`src/rtl/nma_adder_if.sv`:
```
// Operand/result bundle for the registered ripple-carry adder.
// master drives operands and carry-in, slave returns sum and carry-out.
interface nma_adder_if #(
  parameter int N = 8
);
  logic [N-1:0] A;
  logic [N-1:0] B;
  logic         ci;
  logic [N-1:0] S;
  logic         co;

  modport master (
    output A, B, ci,
    input  S, co
  );

  modport slave (
    input  A, B, ci,
    output S, co
  );
endinterface

```
`src/rtl/nma_adder.sv`:
```
// N-bit ripple-carry adder built from full-adder cells,
// with {co,S} captured on the rising clock edge.
module nma_fa (
  input  logic a,
  input  logic b,
  input  logic c,
  output logic s,
  output logic co
);
  assign s  = a ^ b ^ c;
  assign co = (a & b) | (a & c) | (b & c);
endmodule

module nma_adder #(
  parameter int N = 8
) (
  input  logic       clk,
  input  logic       rst,
  nma_adder_if.slave bus
);
  logic [N:0]   carry;
  logic [N-1:0] sum;

  assign carry[0] = bus.ci;

  for (genvar i = 0; i < N; i++) begin : g_cell
    nma_fa u_fa (
      .a  (bus.A[i]),
      .b  (bus.B[i]),
      .c  (carry[i]),
      .s  (sum[i]),
      .co (carry[i+1])
    );
  end

  // Result register; reset wins over the freshly settled sum.
  always_ff @(posedge clk) begin
    if (rst) begin
      bus.S  <= '0;
      bus.co <= 1'b0;
    end else begin
      bus.S  <= sum;
      bus.co <= carry[N];
    end
  end
endmodule

```
`src/flat_wrapper.sv`:
```
// flat-port wrapper written by rule: the top's interface ports become plain ports
module nma_adder_flat 
#(
  parameter int N = 8
)
  (clk, rst, bus_A, bus_B, bus_ci, bus_S, bus_co);
  nma_adder_if #(.N(N)) bus_i ();
  input  logic clk;
  input  logic rst;
  input wire logic [$bits(bus_i.A)-1:0] bus_A;
  input wire logic [$bits(bus_i.B)-1:0] bus_B;
  input wire logic [$bits(bus_i.ci)-1:0] bus_ci;
  output wire logic [$bits(bus_i.S)-1:0] bus_S;
  output wire logic [$bits(bus_i.co)-1:0] bus_co;
  assign bus_i.A = bus_A;
  assign bus_i.B = bus_B;
  assign bus_i.ci = bus_ci;
  assign bus_S = bus_i.S;
  assign bus_co = bus_i.co;
  nma_adder #(.N(N)) u_core (.clk(clk), .rst(rst), .bus(bus_i));
endmodule
```
`config.mk`:
```
export PLATFORM = sky130hd
export DESIGN_NAME = nma_adder_flat
export DESIGN_NICKNAME = d
export VERILOG_FILES = /design/src/rtl/nma_adder_if.sv /design/src/rtl/nma_adder.sv /design/src/flat_wrapper.sv
export SDC_FILE = /design/constraint.sdc
export NUM_CORES = 1
export LEC_CHECK = 0
export CELL_PAD_IN_SITES_DETAIL_PLACEMENT = 1
export CELL_PAD_IN_SITES_GLOBAL_PLACEMENT = 1
export CORE_UTILIZATION = 24
export DETAILED_ROUTE_END_ITERATION = 7
export GPL_TIMING_DRIVEN = 0
export PLACE_DENSITY = 0.72
export SETUP_SLACK_MARGIN = 0.5
export SKIP_CTS_REPAIR_TIMING = 1
export SYNTH_ARGS = -nofsm -noshare
export SYNTH_HDL_FRONTEND = slang
export SYNTH_HIERARCHICAL = 1
export SYNTH_SLANG_ARGS = --single-unit
```
`constraint.sdc`:
```
create_clock -name clk -period 4.7 [get_ports clk]
set_clock_uncertainty 0.1 [all_clocks]
set_input_delay 0.94 -clock clk [delete_from_list [all_inputs] [get_ports clk]]
set_output_delay 0.94 -clock clk [all_outputs]
set_load 0.005 [all_outputs]
```
After elaboration in Yosys (flattened, before gate mapping)
Index checks and enable logic that the tools add are counted.

Bitwise operators: 56.

Operator list (number): AND 1 bit (24); OR 1 bit (16); bitwise XOR 1 bit (16).

Register bits: 9. Input port bits: 19. Word-level logic and storage cells: 58.

Longest topological paths before layout
Gate-level depths: netlist of run 1.

Word-level depth: 24. Mapped depth: 9. Gate-level depth less buffers: 9.

Hierarchy
Netlist of run 1, hierarchy kept.

Modules (own cells, without submodules): nma_adder (instances 1, cells an instance 18, area each 236.5 µm², sequential area each 180.2 µm²); nma_fa (instances 8, cells an instance 1, area each 20.0 µm², sequential area each 0.0 µm²).

Worst setup path before layout of run 1
No wires, ideal clock.

Path kind: input port to flip-flop. Start point: input bus_A[0]. End point: register u_core.bus.S[7]. Arrival: 4177 ps. Setup slack: 310 ps. Stages on the path: 9. Buffers on the path: 0. Path through: fa_1 -> fa_1 -> fa_1 -> fa_1 -> fa_1 -> fa_1 -> fa_1 -> fa_1 -> nor2b_1.

Word-level cells in the longest chain between the ends: 22.

Ends and longest elaborated chain: start: declaration (RTL line flat_wrapper.sv:10) `input wire logic [$bits(bus_i.A)-1:0] bus_A;`; AND 1 bit (RTL line nma_adder.sv:11) `assign co = (a & b) | (a & c) | (b & c);`; OR 1 bit (*) (2 in a row) (RTL line nma_adder.sv:11); AND 1 bit (RTL line nma_adder.sv:11); OR 1 bit (RTL line nma_adder.sv:11); OR 1 bit (*) (RTL line nma_adder.sv:11); via u_core.carry[2] (RTL line nma_adder.sv:21) `logic [N:0] carry;`; AND 1 bit (RTL line nma_adder.sv:11); OR 1 bit (RTL line nma_adder.sv:11); (+1 left out); via u_core.carry[3] (RTL line nma_adder.sv:21); (+3 left out); via u_core.carry[4] (RTL line nma_adder.sv:21); (+3 left out); via u_core.carry[5] (RTL line nma_adder.sv:21); (+2 left out); OR 1 bit (*) (RTL line nma_adder.sv:11); via u_core.carry[6] (RTL line nma_adder.sv:21); AND 1 bit (RTL line nma_adder.sv:11); OR 1 bit (RTL line nma_adder.sv:11); OR 1 bit (*) (RTL line nma_adder.sv:11); via u_core.carry[7] (RTL line nma_adder.sv:21); bitwise XOR 1 bit (*) (RTL line nma_adder.sv:10) `assign s = a ^ b ^ c;`; via u_core.sum[7] (RTL line nma_adder.sv:22) `logic [N-1:0] sum;`; end signal: assignment (RTL line nma_adder.sv:42) `bus.S <= sum;`; end: declaration (RTL line nma_adder_if.sv:19) `output S, co`.

The timed path passes the listed nets; every way through them passes the cells marked *. A chain may end at the register's enable or synchronous reset.

Worst setup path in the final report of run 1
Start point: input bus_ci. End point: register u_core.bus.S[7].

Word-level cells in the longest chain between the ends: 22.

Ends and longest elaborated chain: start: declaration (RTL line flat_wrapper.sv:12) `input wire logic [$bits(bus_i.ci)-1:0] bus_ci;`; AND 1 bit (RTL line nma_adder.sv:11); OR 1 bit (RTL line nma_adder.sv:11); OR 1 bit (*) (RTL line nma_adder.sv:11); via u_core.carry[1] (RTL line nma_adder.sv:21); AND 1 bit (RTL line nma_adder.sv:11); OR 1 bit (RTL line nma_adder.sv:11); OR 1 bit (*) (RTL line nma_adder.sv:11); via u_core.carry[2] (RTL line nma_adder.sv:21); (+3 left out); via u_core.carry[3] (RTL line nma_adder.sv:21); (+3 left out); via u_core.carry[4] (RTL line nma_adder.sv:21); (+3 left out); via u_core.carry[5] (RTL line nma_adder.sv:21); (+2 left out); OR 1 bit (*) (RTL line nma_adder.sv:11); via u_core.carry[6] (RTL line nma_adder.sv:21); AND 1 bit (RTL line nma_adder.sv:11); OR 1 bit (RTL line nma_adder.sv:11); OR 1 bit (*) (RTL line nma_adder.sv:11); via u_core.carry[7] (RTL line nma_adder.sv:21); bitwise XOR 1 bit (*) (RTL line nma_adder.sv:10); via u_core.sum[7] (RTL line nma_adder.sv:22).

Marked as above.

==> results of run 1 <==
## how the worst min path moves through the flow
stage,startpoint,endpoint,slack [ns]
floorplan,rst,u_core/bus.S[0],0.91
global placement,u_core/bus.S[4],bus_S[4],1.54
detailed placement,u_core/bus.S[4],bus_S[4],1.54
CTS,rst,u_core/bus.co,1.35
global route,bus_ci,u_core/bus.S[0],1.0
finish,bus_ci,u_core/bus.S[0],0.99
## layout make-up
cell class,count,area [sq um]
Fill cell,166,800
Timing Repair Buffer,27,264
Multi-Input combinational cell,17,234
Sequential cell,9,180
Clock buffer,4,26.3
Tap cell,16,20.0
## stage by stage
stage | total power, uW | hold slack [ns] | area [sq um] | setup slack, ns
detailed placement | 151 | 1.54 | 699 | -0.0817
CTS | 209 | 1.35 | 726 | 0.193
finish | 205 | 0.993 | 724 | 0.491
global route | 220 | 0.997 | 724 | 0.385
global placement | 148 | 1.54 | 699 | -0.0265
floorplan | 107 | 0.912 | 409 | 0.507
## power groups by stage
stage	Sequential (uW)	Combinational, uW	Clock, uW
after floorplan	91.0	16.1	0
after global placement	89.3	58.4	0
after detailed placement	89.8	61.0	0
after CTS	88.1	61.1	60.1
after global routing	88.3	66.4	65.2
final	87.8	59.3	57.8
## flip-flops by register name, summed over array words and instances, names as in the netlist
signal / count
u_core/bus.co: 1
u_core/bus.S: 8
## cell families after synthesis
kind of cell | Yosys count | synth area share [%]
adders and majority gates | 8 | 40.4
DFF | 9 | 45.4
and+or+nand+nor | 9 | 14.2
## metal layers
layer	up-vias	track usage [%]	share of wire [%]
li1	141	-	-
met1	151	9.81	34
met2	15	17.9	59
met3	2	2.55	4.6
met4	0	9.38	2.3
met5	-	0	0
## layout by cell type, fill, tap and decap left out
master,count
clkbuf_2,2
dlymetal6s2s_1,1
clkdlybuf4s50_1,23
fa_2,7
dfxtp_1,9
clkbuf_1,1
clkbuf_4,3
nor2b_1,9
fa_1,1
buf_6,1
==> impl_metrics.tcl, run 1 <==
set metrics [dict create \
    p_int_uw 159 \
    grt_usage_pct 10.3 \
    cts_buffers 3 \
    cp_data_arrival_time_ns 4.25 \
    p_sw_uw 45.9 \
    die-area_sq_mm 0.00182 \
    seqPwrFrac_pct 42.9 \
    place_inst 69 \
    wl_per_cell_um 11.2 \
    finalSetupTns_ns 0 \
    crit_family "adder cells" \
    clkSinkCount 9 \
    cts_tree "done" \
    synth.area.top_cells "dfxtp_1, fa_1, nor2b_1" \
    path_depth 10 \
    via_per_inst 4.23 \
    dp_hpwl_um 727 \
    crit_chain "buf_6 -> fa_2 -> fa_2 -> fa_2 -> fa_2 -> fa_2 -> fa_2 -> fa_2 -> fa_1 -> nor2b_1" \
    power.static_leakage_uw 0.000277 \
    synth_cell_types 3 \
    ys_seq_area_share_pct 45.4 \
    synthArstFlopShare_pct 0 \
    ant_nets 0 \
    power_switching_share_pct 22.4 \
    cap_viol_max_count 0 \
    max-slew-margin-rel_pct 78.6 \
    min_period_over_period_pct 89.6 \
    io_pins 28 \
    yosysTopAreaCell "dfxtp_1" \
    drive_above_1_share_pct 22.8 \
    cp.required_ns 4.74 \
    yosysTopAreaCellShare_pct 45.4 \
    portBuffers 27 \
    syn_area_sq_um 397 \
    via_count 309 \
    critical_path_buf_inv_count 1 \
    coreArea_sq_mm 0.00152 \
    post-route-drc-count 0 \
    initial_core_util_pct 26.0 \
    crit_type "in -> reg" \
    ir_drop_mv 0.121 \
    status "completed" \
    synthCells 26 \
    min_path_cells 3 \
    cts_buffer_depth 2 \
    ys_seq_elements 9 \
    synth_edf_count 0 \
    period_needed_ns 4.21 \
    path_max_fanout 1 \
    synth_fp_nets 53 \
    grt_pass1_wl_um 1320 \
    power_frac_clock_pct 28.2 \
    rsz0062_at_grt "true" \
    avgSynthCellArea_sq_um 15.3 \
    fin_util_pct 47.5 \
    gp_congestion 0.641 \
    worstSetupEndpoint "u_core/bus.S[7]" \
    fmax_mhz 238 \
    startpoint_type "primary input" \
    clk_pin_slew_ns 0.06 \
    layout.nets 85 \
    drt_iter0_drc 0 \
    die_w_um 42.7 \
    slowest_delay_ns 0.45 \
    power.share.combinational_pct 28.9 \
    cts-root-buf "clkbuf_4" \
    maxSlewViolCount 0 \
    worst_pin_slew_ns 0.320 \
    holdCritPathClass "in -> reg" \
    finalNonFillerCells 73 \
    yosysWarnings 6 \
    synth_flop_cell "dfxtp_1" \
    die_y_um 42.7 \
    grt_max_degree 10 \
    crit_path_start "bus_ci" \
    diodes 0 \
    finalSetupViolations 0 \
    cts_max_level 1 \
    final_hold_viol_count 0 \
    crit_top_cell "fa_2" \
    overflow 0 \
    grt_antenna_before_repair 0 \
    power_density_mw_per_mm2 283 \
    detail_route.first_pass.iterations 1 \
    area_growth_pct 82.7 \
    end_kind "flip-flop" \
    slowest_stage "fa_1" \
    rows 14 \
    wirelength_um 819 \
    synthTopCellsByCount "dfxtp_1, nor2b_1, fa_1" \
    grt_pass1_vias 335 \
]
Power figures use the tool's default switching activity.
==> inputs of run 2 (changes only) <==
- CTS_CLUSTER_DIAMETER: unset -> 30
==> results of run 2 <==
The final DEF is identical to that of run 1; final timing and power are the same.
==> inputs of run 3 (changes only) <==
- ABC_AREA: unset -> 1
- CORE_ASPECT_RATIO: unset -> 0.75
==> run 3 against run 2 <==
  * Utilization increased by 0.059 points
  * Cell count is 19% higher
  * Setup slack better by 0.0035 ns
  * Clock power is 3% lower
  * Critical path depth is 1 higher
  * Maximum frequency barely moved
  * Final area grew 2.6%
  * Sequential power is essentially flat
  * Via count is 10% higher
  * Critical path type unchanged
  * Largest power group unchanged
==> impl_metrics.tcl, run 3 <==
set metrics [dict create \
    max-slew-margin-rel_pct 92.8 \
    final_hold_viol_count 0 \
    ant_nets 0 \
    startpoint_type "primary input" \
    synth_edf_count 0 \
    syn_area_sq_um 419 \
    power_density_mw_per_mm2 278 \
    grt_max_degree 10 \
    cts_tree "done" \
    diodes 0 \
    via_count 341 \
    wl_per_cell_um 10.1 \
    avgSynthCellArea_sq_um 11.6 \
    clkSinkCount 9 \
    reg_top3 "u_core/bus.S x8, u_core/bus.co x1" \
    cap_viol_max_count 0 \
    crit_type "in -> reg" \
    overflow 0 \
    grt_antenna_before_repair 0 \
    initial_core_util_pct 26.8 \
    crit_top_cell "fa_2" \
    rows 12 \
    post-route-drc-count 0 \
    cts_buffers 3 \
    cts_max_level 1 \
    worst_pin_slew_ns 0.107 \
    die_y_um 38.2 \
    drt_iter0_drc 2 \
    n_fill_cell 184 \
    synth.area.top_cells "dfxtp_1, fa_1, inv_1" \
    crit_chain "buf_6 -> fa_2 -> fa_2 -> fa_2 -> fa_2 -> fa_2 -> fa_2 -> fa_2 -> fa_1 -> inv_1 -> nor2_1" \
    multi_input_area_sq_um 211 \
    grt_pass1_vias 377 \
    synth_flop_cell "dfxtp_1" \
    grt_usage_pct 11.9 \
    mostFrequentLayoutCell "clkdlybuf4s50_1" \
    finalWorstSetupSlack_ns 0.494 \
    cts-root-buf "clkbuf_4" \
    area_growth_pct 77.3 \
    regMostFlops "u_core/bus.S" \
    period_needed_ns 4.21 \
    power.static_leakage_uw 0.000325 \
    worst_hold_path.endpoint "u_core/bus.S[4]" \
    status "completed" \
    yosysTopAreaCellShare_pct 43.0 \
    holdCritPathClass "in -> reg" \
    crit_path_start "bus_A[0]" \
    final_cell_mix "clkdlybuf4s50_1, inv_1, nor2_1, dfxtp_1, fa_2" \
    pre_cts_slack_ns -0.0513 \
    rsz0062_at_grt "true" \
    synthCells 36 \
    gp_congestion 0.656 \
    maxSlewViolCount 0 \
    path_max_fanout 1 \
    critical_path_buf_inv_count 2 \
    ys_seq_elements 9 \
    slowest_stage "fa_1" \
    largest_reg_flops 8 \
    slowest_delay_ns 0.50 \
    grt_pass1_wl_um 1500 \
    end_kind "flip-flop" \
    finalSetupViolations 0 \
    min_period_over_period_pct 89.5 \
    min_path_cells 2 \
    synth_fp_nets 63 \
    synthTopCellsByCount "dfxtp_1, inv_1, nor2_1" \
    wirelength_um 881 \
    die_w_um 50.3 \
    layout.nets 94 \
    coreArea_sq_mm 0.00156 \
    yosysWarnings 6 \
    portBuffers 26 \
    cp.required_ns 4.79 \
    fmax_mhz 238 \
    drive_above_1_share_pct 21.2 \
    synthArstFlopShare_pct 0 \
    fin_util_pct 47.6 \
    io_pins 28 \
    synth_cell_types 5 \
    detail_route.first_pass.iterations 2 \
    cp_data_arrival_time_ns 4.29 \
    seqCellArea_sq_um 180 \
    ir_drop_mv 0.149 \
    ys_seq_area_share_pct 43.0 \
    finalSetupTns_ns 0 \
    dp_hpwl_um 804 \
    cts_buffer_depth 2 \
    yosysTopAreaCell "dfxtp_1" \
    crit_family "adder cells" \
    die-area_sq_mm 0.00192 \
    clk_pin_slew_ns 0.06 \
    via_per_inst 3.92 \
    hp-start "rst" \
]
run 3: area by class of cell:
type	count	share of cell area, %
Clock buffer	4	3.54
Multi-Input combinational cell	17	28.5
Inverter	9	4.55
Sequential cell	9	24.2
Tap cell	21	3.54
Buffer	1	1.52
Timing Repair Buffer	26	34.2
run 3: worst max path at each step:
stage	endpoint	slack, ns	cells past startpoint
floorplan	u_core/bus.S[7]	0.53	10
global placement	u_core/bus.S[7]	0.008	11
detailed placement	u_core/bus.S[7]	-0.05	11
CTS	u_core/bus.S[7]	0.21	11
global route	u_core/bus.S[7]	0.36	11
finish	u_core/bus.S[7]	0.49	11
run 3: kinds of logic after synthesis:
group,share of synthesized area [%]
buffers and inverters,10.7
DFF,43.0
and+or+nand+nor,8.06
adders and majority gates,38.2
run 3: metrics by stage:
stage          cells  hold WS, ns  power, uW  area, sq um
2_1_floorplan     36         1.02        112          432
3_3_place_gp      83         1.04        151          718
3_5_place_dp      83         1.05        154          718
4_1_cts           87        0.779        212          744
5_1_grt           87        0.778        225          743
6_report          87        0.788        207          743
run 3: metal layers:
| layer | wire length (um) | GRT usage [%] | vias up |
|---|---|---|---|
| li1 | - | - | 157 |
| met5 | 0 | 0 | - |
| met3 | 94 | 8.73 | 2 |
| met2 | 539 | 27.0 | 18 |
| met4 | 9 | 2.14 | 0 |
| met1 | 238 | 7.09 | 164 |
run 3: report_power, final:
part	switching (uW)	internal (uW)
registers	2.22	85.7
clock network	23.7	32.5
logic	22.9	39.6
total	48.8	158
